**src/rtl/wb_axisin.sv**
```systemverilog
// wb_axisin: Wishbone slave that pushes words into a small FIFO drained as AXI-Stream.
// Optional macro WB_AXISIN_AUTO_TLAST_EN adds an auto-tlast length register at 0x94.
module wb_axisin #(
  parameter int pADDR_WIDTH = 12,
  parameter int pDATA_WIDTH = 32,
  parameter int FIFO_DEPTH  = 4
) (
  input  logic                   wb_clk_i,
  input  logic                   wb_rst_i,
  input  logic                   wbs_stb_i,
  input  logic                   wbs_cyc_i,
  input  logic                   wbs_we_i,
  input  logic [3:0]             wbs_sel_i,
  input  logic [31:0]            wbs_dat_i,
  input  logic [31:0]            wbs_adr_i,
  output logic                   wbs_ack_o,
  output logic [31:0]            wbs_dat_o,
  output logic                   ss_tvalid,
  output logic [pDATA_WIDTH-1:0] ss_tdata,
  output logic                   ss_tlast,
  input  logic                   ss_tready
);

  localparam int PW = $clog2(FIFO_DEPTH);
  localparam int CW = PW + 1;

  typedef enum logic [1:0] {
    S_IDLE,
    S_STALL,
    S_ACK
  } state_t;

  state_t                 state_q;
  logic                   ack_q;
  logic [31:0]            dat_q;
  logic [pDATA_WIDTH:0]   mem_q [FIFO_DEPTH];
  logic [PW-1:0]          wr_ptr_q;
  logic [PW-1:0]          rd_ptr_q;
  logic [CW-1:0]          count_q;
  logic [CW-1:0]          count_d;

  logic [7:0]  adr;
  logic        req;
  logic        is_push;
  logic        full;
  logic        empty;
  logic        push;
  logic        pop;
  logic        push_last;
  logic [3:0]  cnt4;
  logic [31:0] rdata;
  logic        unused_ok;

  assign adr     = wbs_adr_i[7:0];
  assign req     = wbs_cyc_i & wbs_stb_i;
  assign is_push = wbs_we_i & ((adr == 8'h80) | (adr == 8'h88));
  assign full    = (count_q == CW'(FIFO_DEPTH));
  assign empty   = (count_q == '0);
  assign cnt4    = 4'(count_q);

  // A stalled request is retried from the held bus signals once a slot opens.
  assign push = req & is_push & ~full &
                ((state_q == S_IDLE) | (state_q == S_STALL));
  assign pop  = ~empty & ss_tready;

  assign ss_tvalid = ~empty;
  assign ss_tdata  = mem_q[rd_ptr_q][pDATA_WIDTH-1:0];
  assign ss_tlast  = mem_q[rd_ptr_q][pDATA_WIDTH];

  assign wbs_ack_o = ack_q;
  assign wbs_dat_o = dat_q;

  assign unused_ok = ^{wbs_sel_i, wbs_adr_i[31:8], (pADDR_WIDTH > 0)};

`ifdef WB_AXISIN_AUTO_TLAST_EN
  logic [15:0] len_q;
  logic [15:0] beat_q;
  logic [15:0] beat_d;
  logic        auto_hit;
  logic        cfg_wr;

  assign auto_hit  = (len_q != '0) && ((beat_q + 16'd1) == len_q);
  assign push_last = (adr == 8'h88) | auto_hit;
  assign cfg_wr    = req & wbs_we_i & (adr == 8'h94) &
                     (state_q == S_IDLE);

  // Beat counter advances per push; clears on a marked beat or when disabled.
  always_comb begin
    beat_d = beat_q;
    if (push) begin
      beat_d = (push_last || len_q == '0) ? '0 : beat_q + 16'd1;
    end
  end

  // Length register and beat counter; a new length restarts the count.
  always_ff @(posedge wb_clk_i) begin
    if (wb_rst_i) begin
      len_q  <= '0;
      beat_q <= '0;
    end else if (cfg_wr) begin
      len_q  <= wbs_dat_i[15:0];
      beat_q <= '0;
    end else begin
      beat_q <= beat_d;
    end
  end
`else
  assign push_last = (adr == 8'h88);
`endif

  // Read mux; sampled into the ack register in the accepting cycle.
  always_comb begin
    rdata = '0;
    if (!wbs_we_i) begin
      unique case (adr)
        8'h8C:   rdata = {26'b0, full, empty, cnt4};
`ifdef WB_AXISIN_AUTO_TLAST_EN
        8'h94:   rdata = {16'b0, len_q};
`endif
        default: rdata = '0;
      endcase
    end
  end

  // Occupancy next state; push and pop together leave it unchanged.
  always_comb begin
    unique case ({push, pop})
      2'b10:   count_d = count_q + CW'(1);
      2'b01:   count_d = count_q - CW'(1);
      default: count_d = count_q;
    endcase
  end

  // Entry storage, deliberately left without reset.
  always_ff @(posedge wb_clk_i) begin
    if (push) begin
      mem_q[wr_ptr_q] <= {push_last, wbs_dat_i[pDATA_WIDTH-1:0]};
    end
  end

  // FIFO pointers and count; pointers wrap naturally at the power-of-2 depth.
  always_ff @(posedge wb_clk_i) begin
    if (wb_rst_i) begin
      wr_ptr_q <= '0;
      rd_ptr_q <= '0;
      count_q  <= '0;
    end else begin
      if (push) wr_ptr_q <= wr_ptr_q + PW'(1);
      if (pop)  rd_ptr_q <= rd_ptr_q + PW'(1);
      count_q <= count_d;
    end
  end

  // Bus FSM with registered ack and read data.
  always_ff @(posedge wb_clk_i) begin
    if (wb_rst_i) begin
      state_q <= S_IDLE;
      ack_q   <= 1'b0;
      dat_q   <= '0;
    end else begin
      unique case (state_q)
        S_IDLE: begin
          if (req) begin
            if (is_push && full) begin
              state_q <= S_STALL;
            end else begin
              state_q <= S_ACK;
              ack_q   <= 1'b1;
              dat_q   <= rdata;
            end
          end
        end
        S_STALL: begin
          if (!req) begin
            state_q <= S_IDLE;
          end else if (!full) begin
            state_q <= S_ACK;
            ack_q   <= 1'b1;
            dat_q   <= '0;
          end
        end
        S_ACK: begin
          state_q <= S_IDLE;
          ack_q   <= 1'b0;
          dat_q   <= '0;
        end
        default: begin
          state_q <= S_IDLE;
          ack_q   <= 1'b0;
          dat_q   <= '0;
        end
      endcase
    end
  end

endmodule
```
**config.mk**
```make
export PLATFORM = sky130hd
export DESIGN_NAME = wb_axisin
export DESIGN_NICKNAME = d
export VERILOG_FILES = /design/src/rtl/wb_axisin.sv
export SDC_FILE = /design/constraint.sdc
export NUM_CORES = 1
export LEC_CHECK = 0
export BUFFER_PORTS_ARGS = -buffer_cell sky130_fd_sc_hd__buf_2
export CAP_MARGIN = 20
export CORE_ASPECT_RATIO = 0.8
export CORE_UTILIZATION = 55
export DETAILED_ROUTE_END_ITERATION = 8
export PLACE_DENSITY = 0.83
export RECOVER_POWER = 100
export SYNTH_ARGS = -nofsm -noshare
export SYNTH_HDL_FRONTEND = slang
export SYNTH_SLANG_ARGS = --single-unit
```
**constraint.sdc**
```tcl
create_clock -name wb_clk_i -period 4.6 [get_ports wb_clk_i]
set_input_delay 0.23 -clock wb_clk_i [delete_from_list [all_inputs] [get_ports wb_clk_i]]
set_output_delay 0.23 -clock wb_clk_i [all_outputs]
set_load 0.03 [all_outputs]
```
==> results.sh, run 1 <==
export IMPL_yosys_area_top_type="edfxtp_1"
export IMPL_slew_violations=136
export IMPL_hpwl_mm=5.56
export IMPL_cts_buffers_inserted=17
export IMPL_p_leak_nw=2.19
export IMPL_post_route_period_util_pct=74.3
export IMPL_cts_setup_buffers=0
export IMPL_path_clk_slew_ns=0.06
export IMPL_nFillCells=740
export IMPL_place_congestion=0.708
export IMPL_clkSinkCount=149
export IMPL_cp_end_kind="register"
export IMPL_root_buffer="clkbuf_16"
export IMPL_fp_row_count=33
export IMPL_dp_slack_ns=2.16
export IMPL_layout_drive_gt1_share_pct=20.5
export IMPL_tritoncts="built"
export IMPL_holdCritPathClass="input pin to register"
export IMPL_finalWirelength_mm=9.67
export IMPL_status="finished with violations"
export IMPL_dpl_cell_area_um2=6240
export IMPL_layout_nets=463
export IMPL_synth_warnings=0
export IMPL_max_clock_path_buffers=2
export IMPL_cts_htree_levels=4
export IMPL_critical_path_top_delay_family="simple AND/OR/NAND/NOR gates"
export IMPL_num_antenna_cells=0
export IMPL_boundaryPins=141
export IMPL_vias=2830
export IMPL_power_density_nw_per_um2=438
export IMPL_cts_resized=0
export IMPL_wl_per_cell_um=18.0
export IMPL_grt_pass1_vias=2868
export IMPL_clk_latency_ns=0.41
export IMPL_viasPerCell=5.28
export IMPL_core_area_um2=10200
export IMPL_dr_pass1_iters=4
export IMPL_maxCapViolations=4
export IMPL_syn_cell_area_um2=5790
export IMPL_required_ns=4.57
export IMPL_grt_pass1_wl_mm=14.7
export IMPL_numPortBuffers=85
export IMPL_final_hold_violation_count=0
export IMPL_tns_ns=0
export IMPL_critPathMaxFanout=33
export IMPL_worst_setup_path_start_kind="register"
export IMPL_relSlewSlack_pct=-73.5
export IMPL_p_total_mw=2.95
export IMPL_setup_slack_ns=1.18
export IMPL_cpPeakStageDelay_ns=1.95
export IMPL_fmax_mhz=292
export IMPL_fin_skew_ns=0.00762
export IMPL_initial_utilization_pct=56.5
export IMPL_yosysSeqAreaShare_pct=74.4
export IMPL_grtUsageTotal_pct=19.3
export IMPL_drtAntennaViolNets=0
export IMPL_final_cell_mix="132 x edfxtp_1, 71 x clkbuf_1, 33 x mux4_2"
export IMPL_synth_cell_types=36
export IMPL_grt_antenna_before_repair=0
export IMPL_drt_iter0_drc=177
export IMPL_critPathKind="register to register"
export IMPL_synth_seq_cells=149
export IMPL_die_height_um=93.7
export IMPL_cts_hold_buffers=0
export IMPL_final_setup_viol_count=0
export IMPL_synth_main_ff_cell="edfxtp_1"
export IMPL_cp_slowest_cell="and2_0"
export IMPL_cp_cell_sequence="or3b_1, and4_1, and2_0"
export IMPL_worstPathArrival_ns=3.39
export IMPL_synthTopCellsByArea="edfxtp_1 69%, mux4_2 13%, dfxtp_1 5.9%"
export IMPL_max_vdd_ir_drop_v=0.000311
export IMPL_synthCells=290
export IMPL_die_width_um=117
export IMPL_violations="max-capacitance violations, max-slew violations"
export IMPL_fin_area_um2=6750
export IMPL_min_period_ns=3.42
export IMPL_area_growth_synth_to_final_pct=16.6
export IMPL_grt_max_degree=34
export IMPL_cp_num_buf_inv=0
export IMPL_final_common_cell="edfxtp_1"
export IMPL_rsz0062_at_grt="false"
export IMPL_dieArea_um2=10900
export IMPL_synth_edf_count=132
export IMPL_avgSynthCellArea_um2=20.0
export IMPL_reg2reg_slack_ns=1.18
export IMPL_worstMarginPinSlew_ns=2.60
export IMPL_drcViolationCount=0
export IMPL_synth_async_sr_flop_share_pct=0
export IMPL_grt_overflow=0
export IMPL_synth_top_area_share_pct=68.5
## final cells by class
type                    instances  area, um^2  area share [%]
repair buffers                 86         345            5.12
flip-flops and latches        149        4310            63.8
clock inverters                14         184            2.73
inverters                       7        26.3           0.389
clock buffers                  18         429            6.36
multi-input cells             122        1280            19.0
well taps                     140         175            2.60
## cells by family (layout without fill, tap and decap cells)
logic type | Yosys count | after routing | share of synthesized area [%]
simple gates | 38 | 38 | 3.78
xor+xnor | 5 | 5 | 0.757
flops | 149 | 149 | 74.4
other cells | 1 | 27 | 0.0648
compound gates | 9 | 9 | 1.10
mux | 37 | 37 | 13.5
fa+ha+maj | 6 | 6 | 1.43
buf+inv | 45 | 125 | 4.93
## worst reg2reg max path, cell delays in order (launching register included)
cell     delay [ns]
dfxtp_1        0.44
or3b_1         0.21
and4_1         0.37
and2_0         1.95
## cell usage after synthesis (all sizes together) (3+ instances only)
cell type and n:
nor2 11, xor2 3, nand2 6, dfxtp 17, buf 34, and3 3, inv 7, ha 5
edfxtp 132, mux2i 4, clkbuf 4, mux4 33, and2 5
## path summary, 6_finish.rpt
kind	endpoint	start	cells after the start
setup / recovery	mem_q[3][12]	count_q[0]	3
hold / removal	mem_q[3][29]	wbs_dat_i[29]	1
setup reg to reg	mem_q[3][12]	count_q[0]	3
hold reg to reg	wbs_ack_o	wbs_ack_o	2
## where the power goes
| part | switching [mW] | internal (mW) |
|---|---|---|
| logic | 0.0532 | 0.0137 |
| registers | 0.000646 | 1.47 |
| clock network | 0.513 | 0.903 |
| total | 0.567 | 2.39 |
## metal layers
metal | up-vias | track usage (%) | wire, um
met3 | 8 | 6.58 | 658
li1 | 1273 | - | -
met4 | 0 | 8.44 | 87
met2 | 110 | 30.2 | 4880
met1 | 1439 | 24.6 | 4050
met5 | - | 0 | 0
## metrics by stage
step | hold slack (ns) | instances | utilization (%)
finish | 0.0762 | 536 | 65.9
global route | 0.0616 | 536 | 65.9
CTS | 0.0152 | 536 | 66.9
detailed placement | 0.446 | 504 | 60.9
global placement | 0.439 | 504 | 60.9
floorplan | 0.329 | 316 | -
## sequential cells by signal (all words and copies together), names as in the netlist, named ones only
name,count
count_q,3
rd_ptr_q,2
state_q,2
wbs_dat_o,5
wbs_ack_o,1
mem_q,132
wr_ptr_q,2
No activity file was read; power rests on OpenSTA's default activity.
==> inputs of run 2 (changes only) <==
- ABC_AREA: not set -> 1
- CORE_UTILIZATION: 55 -> 48
- PLACE_DENSITY: 0.83 -> 0.76
- clock period: 4.6 -> 2.8 ns (I/O delays scaled with it)
==> run 2 against run 1 <==
Compared with the run above:
- critical endpoint is now ss_tdata[16]
- utilization fell by 5.4 points
- global-route usage fell by 0.10 points
- first-iteration DRC count rose by 21%
- clock skew fell by 0.0014 ns
- non-clock buffer count rose by 43
- clock power rose by 64%
- highest routed layer unchanged
- largest power group unchanged
- largest cell class unchanged
- worst setup slack got worse by 0.78 ns
- critical path type is now register to output pin
- the run now ends clean
- register-to-register slack got worse by 0.68 ns
==> results.sh, run 2 <==
export IMPL_status="finished, final reports clean"
export IMPL_die_height_um=102
export IMPL_cp_cell_sequence="inv_2, clkbuf_1, o21ai_0, o22ai_1, buf_2"
export IMPL_final_core_util_pct=60.5
export IMPL_clk_latency_ns=0.41
export IMPL_min_period_ns=2.40
export IMPL_place_congestion=0.836
export IMPL_drt_iter0_drc=215
export IMPL_max_vdd_ir_drop_v=0.000442
export IMPL_boundaryPins=141
export IMPL_relSlewSlack_pct=35.6
export IMPL_grt_pass1_wl_mm=18.6
export IMPL_cts_setup_buffers=0
export IMPL_root_buffer="clkbuf_16"
export IMPL_area_growth_synth_to_final_pct=22.9
export IMPL_grt_overflow=0
export IMPL_synth_warnings=0
export IMPL_drtAntennaViolNets=0
export IMPL_yosysMostFrequentCell="edfxtp_1"
export IMPL_layout_nets=684
export IMPL_required_ns=2.66
export IMPL_synth_seq_cells=149
export IMPL_setup_slack_ns=0.399
export IMPL_reg2reg_slack_ns=0.50
export IMPL_dr_pass1_iters=4
export IMPL_fin_skew_ns=0.00621
export IMPL_reg2regPathDepth=9
export IMPL_r2r_end="mem_q[2][24]"
export IMPL_grt_max_degree=67
export IMPL_critPathKind="register to output pin"
export IMPL_yosysSeqAreaShare_pct=71.9
export IMPL_ys_top_cells_by_count="132 x edfxtp_1, 95 x nor2_1, 72 x o21ai_0, 33 x o22ai_1, 27 x buf_4"
export IMPL_final_common_cell="edfxtp_1"
export IMPL_yosys_area_top_type="edfxtp_1"
export IMPL_fp_row_count=36
export IMPL_num_antenna_cells=0
export IMPL_hp_start="wbs_stb_i"
export IMPL_syn_cell_area_um2=5990
export IMPL_synth_top_area_share_pct=66.2
export IMPL_worst_setup_path_start_kind="register"
export IMPL_largest_reg_flops=132
export IMPL_hold_end="state_q[0]"
export IMPL_cpPeakStageDelay_ns=0.54
export IMPL_core_area_um2=12200
export IMPL_dieArea_um2=12900
export IMPL_die_width_um=127
export IMPL_final_setup_viol_count=0
export IMPL_cts_htree_levels=4
export IMPL_grt_pass1_vias=3808
export IMPL_final_cell_mix="132 x edfxtp_1, 95 x nor2_1, 72 x o21ai_0"
export IMPL_rsz0062_at_grt="false"
export IMPL_tns_ns=0
export IMPL_holdPathStages=4
export IMPL_cp_slowest_cell="clkbuf_1"
export IMPL_tritoncts="built"
export IMPL_synth_cell_types=28
export IMPL_holdCritPathClass="input pin to register"
export IMPL_dp_slack_ns=0.583
export IMPL_worstMarginPinSlew_ns=0.965
export IMPL_final_hold_violation_count=0
export IMPL_largest_register="mem_q"
export IMPL_finalWirelength_mm=12.0
export IMPL_power_density_nw_per_um2=671
export IMPL_synth_main_ff_cell="edfxtp_1"
export IMPL_hpwl_mm=7.02
export IMPL_wl_per_cell_um=15.6
export IMPL_synth_edf_count=132
export IMPL_fmax_mhz=416
export IMPL_path_clk_slew_ns=0.06
export IMPL_layout_drive_gt1_share_pct=13.0
export IMPL_avgSynthCellArea_um2=12.6
export IMPL_reg2reg_from="count_q[0]"
export IMPL_cp_end_kind="output pin"
export IMPL_synthTopCellsByArea="edfxtp_1 66%, o21ai_0 6.0%, nor2_1 6.0%"
export IMPL_max_clock_path_buffers=2
export IMPL_grt_antenna_before_repair=0
export IMPL_vias=3964
export IMPL_numPortBuffers=85
export IMPL_cts_buffers_inserted=17
export IMPL_critPathMaxFanout=34
export IMPL_synthCells=477
export IMPL_worstPathArrival_ns=2.26
export IMPL_maxCapViolations=0
export IMPL_grtUsageTotal_pct=19.2
export IMPL_clkSinkCount=149
export IMPL_p_total_mw=4.94
export IMPL_post_route_period_util_pct=85.8
export IMPL_drcViolationCount=0
export IMPL_synth_async_sr_flop_share_pct=0
export IMPL_slew_violations=0
export IMPL_hold_ws_ns=0.0892
export IMPL_initial_utilization_pct=49.2
export IMPL_p_leak_nw=2.59
export IMPL_viasPerCell=5.16
==> run 2: routing by layer <==
| layer | share of wire [%] | track usage (%) |
|---|---|---|
| met1 | 45 | 24.2 |
| met2 | 49 | 32.6 |
| met3 | 4.8 | 4.97 |
| met4 | 0.85 | 6.68 |
| met5 | 0 | 0 |
==> run 2: repair_timing <==
item | 4_1_cts | 5_1_grt
endpoints found under the hold margin | 133 | 0
hold buffers | 33 | 0
gates resized for setup | 0 | 0
==> run 2: worst max-delay path: cells and delay by family (launching register included) <==
family,cells,cell delay (ns)
buf+inv,3,1.19
compound gates,2,0.35
flops,1,0.32
==> run 2: worst max-delay path by stage <==
stage | startpoint | end | slack, ns | cells after the start
global placement | count_q[0] | count_q[2] | 0.59 | 14
CTS | count_q[0] | count_q[2] | 0.57 | 14
finish | register | ss_tdata[16] | 0.40 | 5
global route | register | ss_tdata[25] | 0.19 | 5
detailed placement | count_q[0] | count_q[2] | 0.58 | 14
floorplan | count_q[1] | mem_q[2][0] | 0.13 | 8
==> run 2: cell families (layout without fill, tap and decap cells) <==
| family | after synthesis | in the layout | synth area share (%) |
|---|---|---|---|
| adders and majority gates | 6 | 6 | 1.38 |
| other | 1 | 27 | 0.0626 |
| and+or+nand+nor | 129 | 129 | 9.34 |
| buffers and inverters | 73 | 186 | 6.46 |
| DFF | 149 | 149 | 71.9 |
| AOI/OAI and AO/OA | 119 | 119 | 10.9 |
==> run 2: through the flow <==
step                instance area (um^2)  instances
floorplan                           6080        503
global placement                    6550        704
detailed placement                  6550        704
CTS                                 7490        768
global route                        7360        768
finish                              7360        768
==> run 2: power breakdown <==
group / switching [mW] / internal [mW] / total (mW)
registers: 0.00405 / 2.42 / 2.42
logic: 0.120 / 0.0593 / 0.180
clock network: 0.854 / 1.48 / 2.33
total: 0.979 / 3.96 / 4.94
==> run 2: final cells by class <==
class / instances / area [um^2]
clock buffers: 17 / 425
flip-flops and latches: 149 / 4310
repair buffers: 129 / 772
inverters: 26 / 97.6
clock inverters: 14 / 185
well taps: 152 / 190
fillers: 1011 / 4800
multi-input cells: 281 / 1380
